[config.mk]
export PLATFORM = sky130hd
export DESIGN_NAME = mem_arbiter
export DESIGN_NICKNAME = d
export VERILOG_FILES = /design/src/rtl/mem_arb_pkg.sv /design/src/rtl/mem_arbiter.sv
export SDC_FILE = /design/constraint.sdc
export NUM_CORES = 1
export LEC_CHECK = 0
export CAP_MARGIN = 20
export CORE_MARGIN = 1
export CORE_UTILIZATION = 30
export CTS_CLUSTER_DIAMETER = 50
export CTS_CLUSTER_SIZE = 40
export DETAILED_ROUTE_END_ITERATION = 8
export GPL_TIMING_DRIVEN = 0
export PLACE_DENSITY = 0.51
export SYNTH_ARGS = -nofsm -noshare
export SYNTH_HDL_FRONTEND = slang
export SYNTH_SLANG_ARGS = --single-unit
[constraint.sdc]
create_clock -name clk -period 3.8 [get_ports clk]
set_input_delay 0.57 -clock clk [delete_from_list [all_inputs] [get_ports clk]]
set_output_delay 0.57 -clock clk [all_outputs]
set_load 0.005 [all_outputs]
[src/rtl/mem_arb_pkg.sv]
// Shared types and helpers for the byte-serial memory arbiter.
package mem_arb_pkg;

    // Arbiter sequencing states.
    typedef enum logic [1:0] {
        StIdle   = 2'b00,
        StRd     = 2'b01,
        StWr     = 2'b10,
        StIoWait = 2'b11
    } arb_state_e;

    // Which port owns the transaction in flight.
    typedef enum logic {
        ReqInst = 1'b0,
        ReqData = 1'b1
    } req_id_e;

    // Load/store size codes; 2'b11 is illegal and handled as a word.
    localparam logic [1:0] SizeByte = 2'b00;
    localparam logic [1:0] SizeHalf = 2'b01;
    localparam logic [1:0] SizeWord = 2'b10;

    // Value of the two-bit IO select field that marks an IO address.
    localparam logic [1:0] IoSel = 2'b11;

    // Number of bus bytes for a given size code.
    function automatic logic [2:0] size_to_len(input logic [1:0] size);
        case (size)
            SizeByte: size_to_len = 3'd1;
            SizeHalf: size_to_len = 3'd2;
            default:  size_to_len = 3'd4;
        endcase
    endfunction

    // Sign/zero-extend an assembled load result; words pass through.
    function automatic logic [31:0] extend_load(input logic [31:0] word,
                                                input logic [1:0]  size,
                                                input logic        sext);
        case (size)
            SizeByte: extend_load = {{24{sext & word[7]}}, word[7:0]};
            SizeHalf: extend_load = {{16{sext & word[15]}}, word[15:0]};
            default:  extend_load = word;
        endcase
    endfunction

endpackage

[src/rtl/mem_arbiter.sv]
// Byte-serial arbiter between instruction fetch and load/store on the 8-bit RAM/IO bus.
// Assembles little-endian words one byte per cycle, extends loads, stalls IO writes while
// the UART is full and freezes completely while rdy is low.
module mem_arbiter
    import mem_arb_pkg::*;
#(
    parameter int unsigned ADDR_W    = 32,
    parameter int unsigned IO_SEL_HI = 17
) (
    input  logic              clk,
    input  logic              rst,
    input  logic              rdy,
    input  logic              inst_req,
    input  logic [ADDR_W-1:0] inst_addr,
    input  logic              inst_abort,
    output logic [31:0]       inst_o,
    output logic              inst_done,
    input  logic              data_r_req,
    input  logic              data_w_req,
    input  logic [ADDR_W-1:0] data_addr,
    input  logic [1:0]        data_size,
    input  logic              data_sext,
    input  logic [31:0]       data_w_data,
    output logic [31:0]       data_r_data,
    output logic              data_done,
    input  logic [7:0]        mem_din,
    output logic [7:0]        mem_dout,
    output logic [ADDR_W-1:0] mem_a,
    output logic              mem_wr,
    input  logic              io_buffer_full
);

    arb_state_e        state_q, state_d;
    req_id_e           req_id_q, req_id_d;
    logic [2:0]        cnt_q, cnt_d;
    logic [2:0]        len_q, len_d;
    logic [ADDR_W-1:0] base_q, base_d;
    logic [1:0]        size_q, size_d;
    logic              sext_q, sext_d;
    logic [31:0]       wdata_q, wdata_d;
    logic [31:0]       buf_q, buf_d;
    logic [ADDR_W-1:0] mem_a_q, mem_a_d;
    logic [7:0]        mem_dout_q, mem_dout_d;
    logic              mem_wr_q, mem_wr_d;
    logic [31:0]       inst_o_q, inst_o_d;
    logic [31:0]       data_r_data_q, data_r_data_d;
    logic              inst_done_q, inst_done_d;
    logic              data_done_q, data_done_d;
    logic [7:0]        hold_q;
    logic              stalled_q;

    logic [ADDR_W-1:0] byte_addr;
    logic              is_io;
    logic [7:0]        din_eff;
    logic [1:0]        rd_lane;
    logic [1:0]        wr_lane;

    // Address of byte cnt_q; IO decode applies per byte so a wrap into IO space is caught.
    assign byte_addr = base_q + ADDR_W'(cnt_q);
    assign is_io     = (byte_addr[IO_SEL_HI -: 2] == IoSel);
    // After a pause the byte seen on the first paused cycle is used, never a re-read.
    assign din_eff   = stalled_q ? hold_q : mem_din;
    // Byte captured this edge was addressed one edge earlier.
    assign rd_lane   = cnt_q[1:0] - 2'd1;
    assign wr_lane   = cnt_q[1:0];

    // Next-state, bus sequencing and result assembly.
    always_comb begin
        state_d       = state_q;
        req_id_d      = req_id_q;
        cnt_d         = cnt_q;
        len_d         = len_q;
        base_d        = base_q;
        size_d        = size_q;
        sext_d        = sext_q;
        wdata_d       = wdata_q;
        buf_d         = buf_q;
        mem_a_d       = mem_a_q;
        mem_dout_d    = mem_dout_q;
        mem_wr_d      = 1'b0;
        inst_o_d      = inst_o_q;
        data_r_data_d = data_r_data_q;
        inst_done_d   = 1'b0;
        data_done_d   = 1'b0;

        unique case (state_q)
            StIdle: begin
                mem_a_d = '0;
                cnt_d   = 3'd0;
                if (data_w_req) begin
                    state_d  = StWr;
                    req_id_d = ReqData;
                    base_d   = data_addr;
                    size_d   = data_size;
                    len_d    = size_to_len(data_size);
                    wdata_d  = data_w_data;
                end else if (data_r_req) begin
                    state_d  = StRd;
                    req_id_d = ReqData;
                    base_d   = data_addr;
                    size_d   = data_size;
                    sext_d   = data_sext;
                    len_d    = size_to_len(data_size);
                    buf_d    = '0;
                end else if (inst_req && !inst_abort) begin
                    state_d  = StRd;
                    req_id_d = ReqInst;
                    base_d   = inst_addr;
                    size_d   = SizeWord;
                    sext_d   = 1'b0;
                    len_d    = 3'd4;
                    buf_d    = '0;
                end
            end

            StRd: begin
                if (req_id_q == ReqInst && inst_abort) begin
                    state_d = StIdle;
                    mem_a_d = '0;
                    cnt_d   = 3'd0;
                end else begin
                    if (cnt_q != 3'd0) begin
                        buf_d[{rd_lane, 3'b000} +: 8] = din_eff;
                    end
                    if (cnt_q < len_q) begin
                        mem_a_d = byte_addr;
                        cnt_d   = cnt_q + 3'd1;
                    end else begin
                        state_d = StIdle;
                        mem_a_d = '0;
                        cnt_d   = 3'd0;
                        if (req_id_q == ReqInst) begin
                            inst_o_d    = buf_d;
                            inst_done_d = 1'b1;
                        end else begin
                            data_r_data_d = extend_load(buf_d, size_q, sext_q);
                            data_done_d   = 1'b1;
                        end
                    end
                end
            end

            StWr, StIoWait: begin
                mem_a_d = byte_addr;
                if (is_io && io_buffer_full) begin
                    // Hold the address with the strobe low until the UART drains.
                    state_d = StIoWait;
                end else begin
                    mem_wr_d   = 1'b1;
                    mem_dout_d = wdata_q[{wr_lane, 3'b000} +: 8];
                    if ((cnt_q + 3'd1) == len_q) begin
                        state_d     = StIdle;
                        cnt_d       = 3'd0;
                        data_done_d = 1'b1;
                    end else begin
                        state_d = StWr;
                        cnt_d   = cnt_q + 3'd1;
                    end
                end
            end

            default: begin
                state_d = StIdle;
                mem_a_d = '0;
                cnt_d   = 3'd0;
            end
        endcase
    end

    // Main state register; every field freezes while rdy is low.
    always_ff @(posedge clk or negedge rst) begin
        if (!rst) begin
            state_q       <= StIdle;
            req_id_q      <= ReqInst;
            cnt_q         <= 3'd0;
            len_q         <= 3'd0;
            base_q        <= '0;
            size_q        <= SizeByte;
            sext_q        <= 1'b0;
            wdata_q       <= '0;
            buf_q         <= '0;
            mem_a_q       <= '0;
            mem_dout_q    <= '0;
            mem_wr_q      <= 1'b0;
            inst_o_q      <= '0;
            data_r_data_q <= '0;
            inst_done_q   <= 1'b0;
            data_done_q   <= 1'b0;
        end else if (rdy) begin
            state_q       <= state_d;
            req_id_q      <= req_id_d;
            cnt_q         <= cnt_d;
            len_q         <= len_d;
            base_q        <= base_d;
            size_q        <= size_d;
            sext_q        <= sext_d;
            wdata_q       <= wdata_d;
            buf_q         <= buf_d;
            mem_a_q       <= mem_a_d;
            mem_dout_q    <= mem_dout_d;
            mem_wr_q      <= mem_wr_d;
            inst_o_q      <= inst_o_d;
            data_r_data_q <= data_r_data_d;
            inst_done_q   <= inst_done_d;
            data_done_q   <= data_done_d;
        end
    end

    // Pause tracking: latch mem_din on the first paused cycle only.
    always_ff @(posedge clk or negedge rst) begin
        if (!rst) begin
            hold_q    <= 8'h00;
            stalled_q <= 1'b0;
        end else if (!rdy) begin
            if (!stalled_q) begin
                hold_q <= mem_din;
            end
            stalled_q <= 1'b1;
        end else begin
            stalled_q <= 1'b0;
        end
    end

    assign mem_a       = mem_a_q;
    assign mem_dout    = mem_dout_q;
    assign mem_wr      = mem_wr_q & rdy;
    assign inst_o      = inst_o_q;
    assign inst_done   = inst_done_q;
    assign data_r_data = data_r_data_q;
    assign data_done   = data_done_q;

endmodule

==> run_results.csv <==
group,metric,value,unit
place,place_congestion,0.772,
route,vias_per_cell,4.75,
yosys,yosysMostFrequentCell,"dfrtp_1",
place,dp_hpwl,21.6,mm
cts,clk_latency,0.50,ns
grt,globalRoute.busiestLayer,"met2",
grt,gr-usage-met3,4.36,%
floorplanning,initial_core_util,30.5,%
floorplanning,dieArea,0.0347,mm^2
cts,clockBufferDepth,3,
yosys,synthTopCellsByArea,"dfrtp_1 (55%), mux2_2 (5.4%), mux2i_1 (4.2%)",
floorplanning,core,0.0334,mm^2
route,final_antenna_net_count,0,
route,drtIter0Drc,333,
timing,fmax,289,MHz
power,combPwrFrac,32.9,%
floorplanning,rows,67,
cts,clkSlewWorstSetupHoldPaths,0.06,ns
power,p_per_area,765,mW/mm^2
yosys,ys_warn_count,0,
finish,finalNetCount,1303,
power,peakVddDrop,0.255,mV
timing,final.setup.tns,0,ns
cts,htree_levels,2,
timing,final-setup-viol-count,0,
finish,syn_to_final_growth,39.7,%
yosys,synth.distinct_cells,60,
min_path,min_path_type,"reg -> reg",
yosys,synth_area_leader_cell,"dfrtp_1",
finish,final_core_util,42.6,%
finish,postLayoutCellArea,0.0142,mm^2
yosys,synthesis.area,0.0102,mm^2
timing,finalMaxSlewViolations,0,
critical_path,start_kind,"register",
grt,grt_pass1_vias,8127,
grt,antenna_found_initial,1,
grt,grt_overflow,0,
floorplanning,die_height,186,um
critical_path,cp_slowest_cell,"fa_1",
route,drc_errors,0,
timing,period_share,91.2,%
grt,grt.total_usage,17.3,%
route,num_vias,7830,
timing,rsz0062_at_grt,"no",
grt,use_met1,23.6,%
cts,cts_made_buffers,34,
yosys,ys_async_sr_fraction,100,%
critical_path,crit_type,"reg -> reg",
grt,use_met2,27.1,%
floorplanning,die_width,186,um
yosys,synth_fp_nets,1043,
place,port_buffers,220,
timing,slew_headroom,30.2,%
yosys,yosysTopAreaCellShare,55.0,%
critical_path,rrSetupSlack,0.33,ns
yosys,synth_edf_count,0,
critical_path,cpPeakStageDelay,0.50,ns
power,sequentialPowerShare,37.0,%
power,internal-power,7.46,mW
finish,n_fill_cell,3243,
power,swShare,31.5,%
critical_path,crit_arrival,3.84,ns
yosys,ys_seq_area_share,55.0,%
critical_path,crit_chain,"clkbuf_2, inv_1, fa_1, nor2b_1, o2111ai_1, o21ai_1, a22oi_4, a21oi_4, mux2_4",
run_status,outcome,"completed",
grt,grt_max_degree,104,
grt,grt_pass1_wl,47.0,mm
cts,ctsRootBufferMaster,"clkbuf_16",
power,fin_total_pwr,10.9,mW
yosys,synthCells,915,
yosys,synth_ff_type,"dfrtp_1",
yosys,synth_seq_cells,224,
route,wl,29.8,mm
timing,clock_skew,0.0207,ns
yosys,synth_common_cells,"dfrtp_1 (224), nand2_1 (96), nor2_1 (88)",
route,firstDrtPassIters,4,
timing,fin_crit,3.47,ns
place,dpl_cell_area,0.0130,mm^2
route,wl_per_cell,18.1,um
power,clockPowerShare,30.1,%
critical_path,end_kind,"register",
timing,worst_pin_slew,1.04,ns
cts,clkSinkCount,224,
run,cap_violations,0,
power,p_switching,3.43,mW
finish,drive_gt1_share,12.3,%
critical_path,cp_max_fo,9,
power,p_leak,6.05,nW
timing,hold_viol,0,
critical_path,required,4.18,ns
yosys,avgSynthCellArea,11.1,um^2
floorplanning,num_io_pins,222,
cts,cts_tree,"yes",
-- sequential cells by signal, indices dropped and copies added (netlist names) --
signal / cells
buf_q: 32
data_done: 1
mem_a: 32
req_id_q: 1
stalled_q: 1
state_q: 2
data_r_data: 32
base_q: 32
sext_q: 1
inst_o: 32
mem_wr_q: 1
size_q: 2
hold_q: 8
mem_dout: 8
wdata_q: 32
inst_done: 1
cnt_q: 3
len_q: 3
-- metrics by stage --
stage | hold slack [ns] | std cells | setup slack, ns
after floorplan | 0.274 | 915 | 0.911
after global placement | 0.463 | 1583 | -7.90
after detailed placement | 0.468 | 1585 | -0.0638
after CTS | 0.483 | 1646 | 0.262
after global routing | 0.495 | 1647 | 0.0648
final | 0.478 | 1648 | 0.335
-- critical path, delay by kind of cell, from the launching register on --
family                   cells  cell delay, ns
buffers and inverters        2            0.58
multiplexers                 1            0.34
adder cells (fa/ha/maj)      1            0.50
flip-flops                   1            0.49
AO/OA/AOI/OAI                4            1.20
AND/OR/NAND/NOR              1            0.23
-- worst paths after layout --
kind                           start  cells after the start              end
setup / recovery            cnt_q[1]                      9      mem_dout[7]
hold / removal             buf_q[18]                      2        buf_q[18]
setup reg to reg            cnt_q[1]                      9      mem_dout[7]
hold reg to reg            buf_q[18]                      2        buf_q[18]
max in group asynchronous        rst                      4       base_q[14]
min in group asynchronous        rst                      2  data_r_data[10]
-- layer usage --
layer  part of all wire (%)  up-vias
met5                      0        -
li1                       -     3783
met1                     46     3799
met4                    2.1        0
met2                     46      213
met3                    6.2       35
-- power groups by stage --
stage | logic (mW) | clock network [mW] | registers (mW)
final | 3.59 | 3.28 | 4.03
after global routing | 3.96 | 3.48 | 4.17
after CTS | 3.65 | 3.36 | 4.05
after detailed placement | 3.62 | 0 | 4.07
after global placement | 3.57 | 0 | 4.07
after floorplan | 1.88 | 0 | 3.90
-- layout make-up --
class | instances | area, um^2 | share of cell area [%]
plain buffers | 48 | 193 | 1.35
clock inverters | 18 | 229 | 1.61
inverters | 15 | 56.3 | 0.395
repair buffers | 224 | 2280 | 16.0
diodes | 1 | 2.50 | 0.0176
clock buffers | 42 | 975 | 6.85
multi-input cells | 628 | 4340 | 30.5
flip-flops and latches | 224 | 5610 | 39.4
well taps | 448 | 561 | 3.94
-- what timing repair did --
| item | in CTS | in global routing |
|---|---|---|
| buffers inserted | 0 | 0 |
| endpoints found under the setup margin | 18 | 0 |
| resized for setup | 1 | 0 |
| endpoints found under the hold margin | 38 | 0 |
| hold buffers | 1 | 0 |
-- cells by family after synthesis --
| group | Yosys count | synth area share (%) |
|---|---|---|
| simple gates | 257 | 11.3 |
| flops | 224 | 55.0 |
| compound gates | 220 | 14.3 |
| mux | 108 | 12.6 |
| buf+inv | 63 | 2.43 |
| xor+xnor | 30 | 2.73 |
| fa+ha+maj | 13 | 1.67 |
-- layout by cell type, fill, tap and decap left out, types with 6 or more instances in the layout --
| cell | instances |
|---|---|
| clkdlybuf4s50_1 | 219 |
| clkbuf_16 | 37 |
| and3_1 | 9 |
| nor2b_1 | 7 |
| xor2_1 | 16 |
| inv_1 | 14 |
| nand2_1 | 96 |
| nor2_1 | 88 |
| a22oi_1 | 15 |
| o21ai_0 | 62 |
| mux4_2 | 8 |
| o2bb2ai_1 | 11 |
| a21o_1 | 6 |
| xnor2_1 | 13 |
| dfrtp_1 | 224 |
| nand2b_1 | 10 |
| a22o_1 | 30 |
| mux2_4 | 8 |
| mux2_2 | 49 |
| nand3_1 | 12 |
| and2_1 | 6 |
| o22a_1 | 9 |
| a21oi_1 | 58 |
| inv_6 | 6 |
| nor3_1 | 11 |
| buf_2 | 7 |
| ha_1 | 12 |
| nand4_1 | 8 |
| clkbuf_1 | 40 |
| o31ai_1 | 6 |
| mux2i_1 | 43 |
Note: power is estimated with default switching activity, not from simulation.
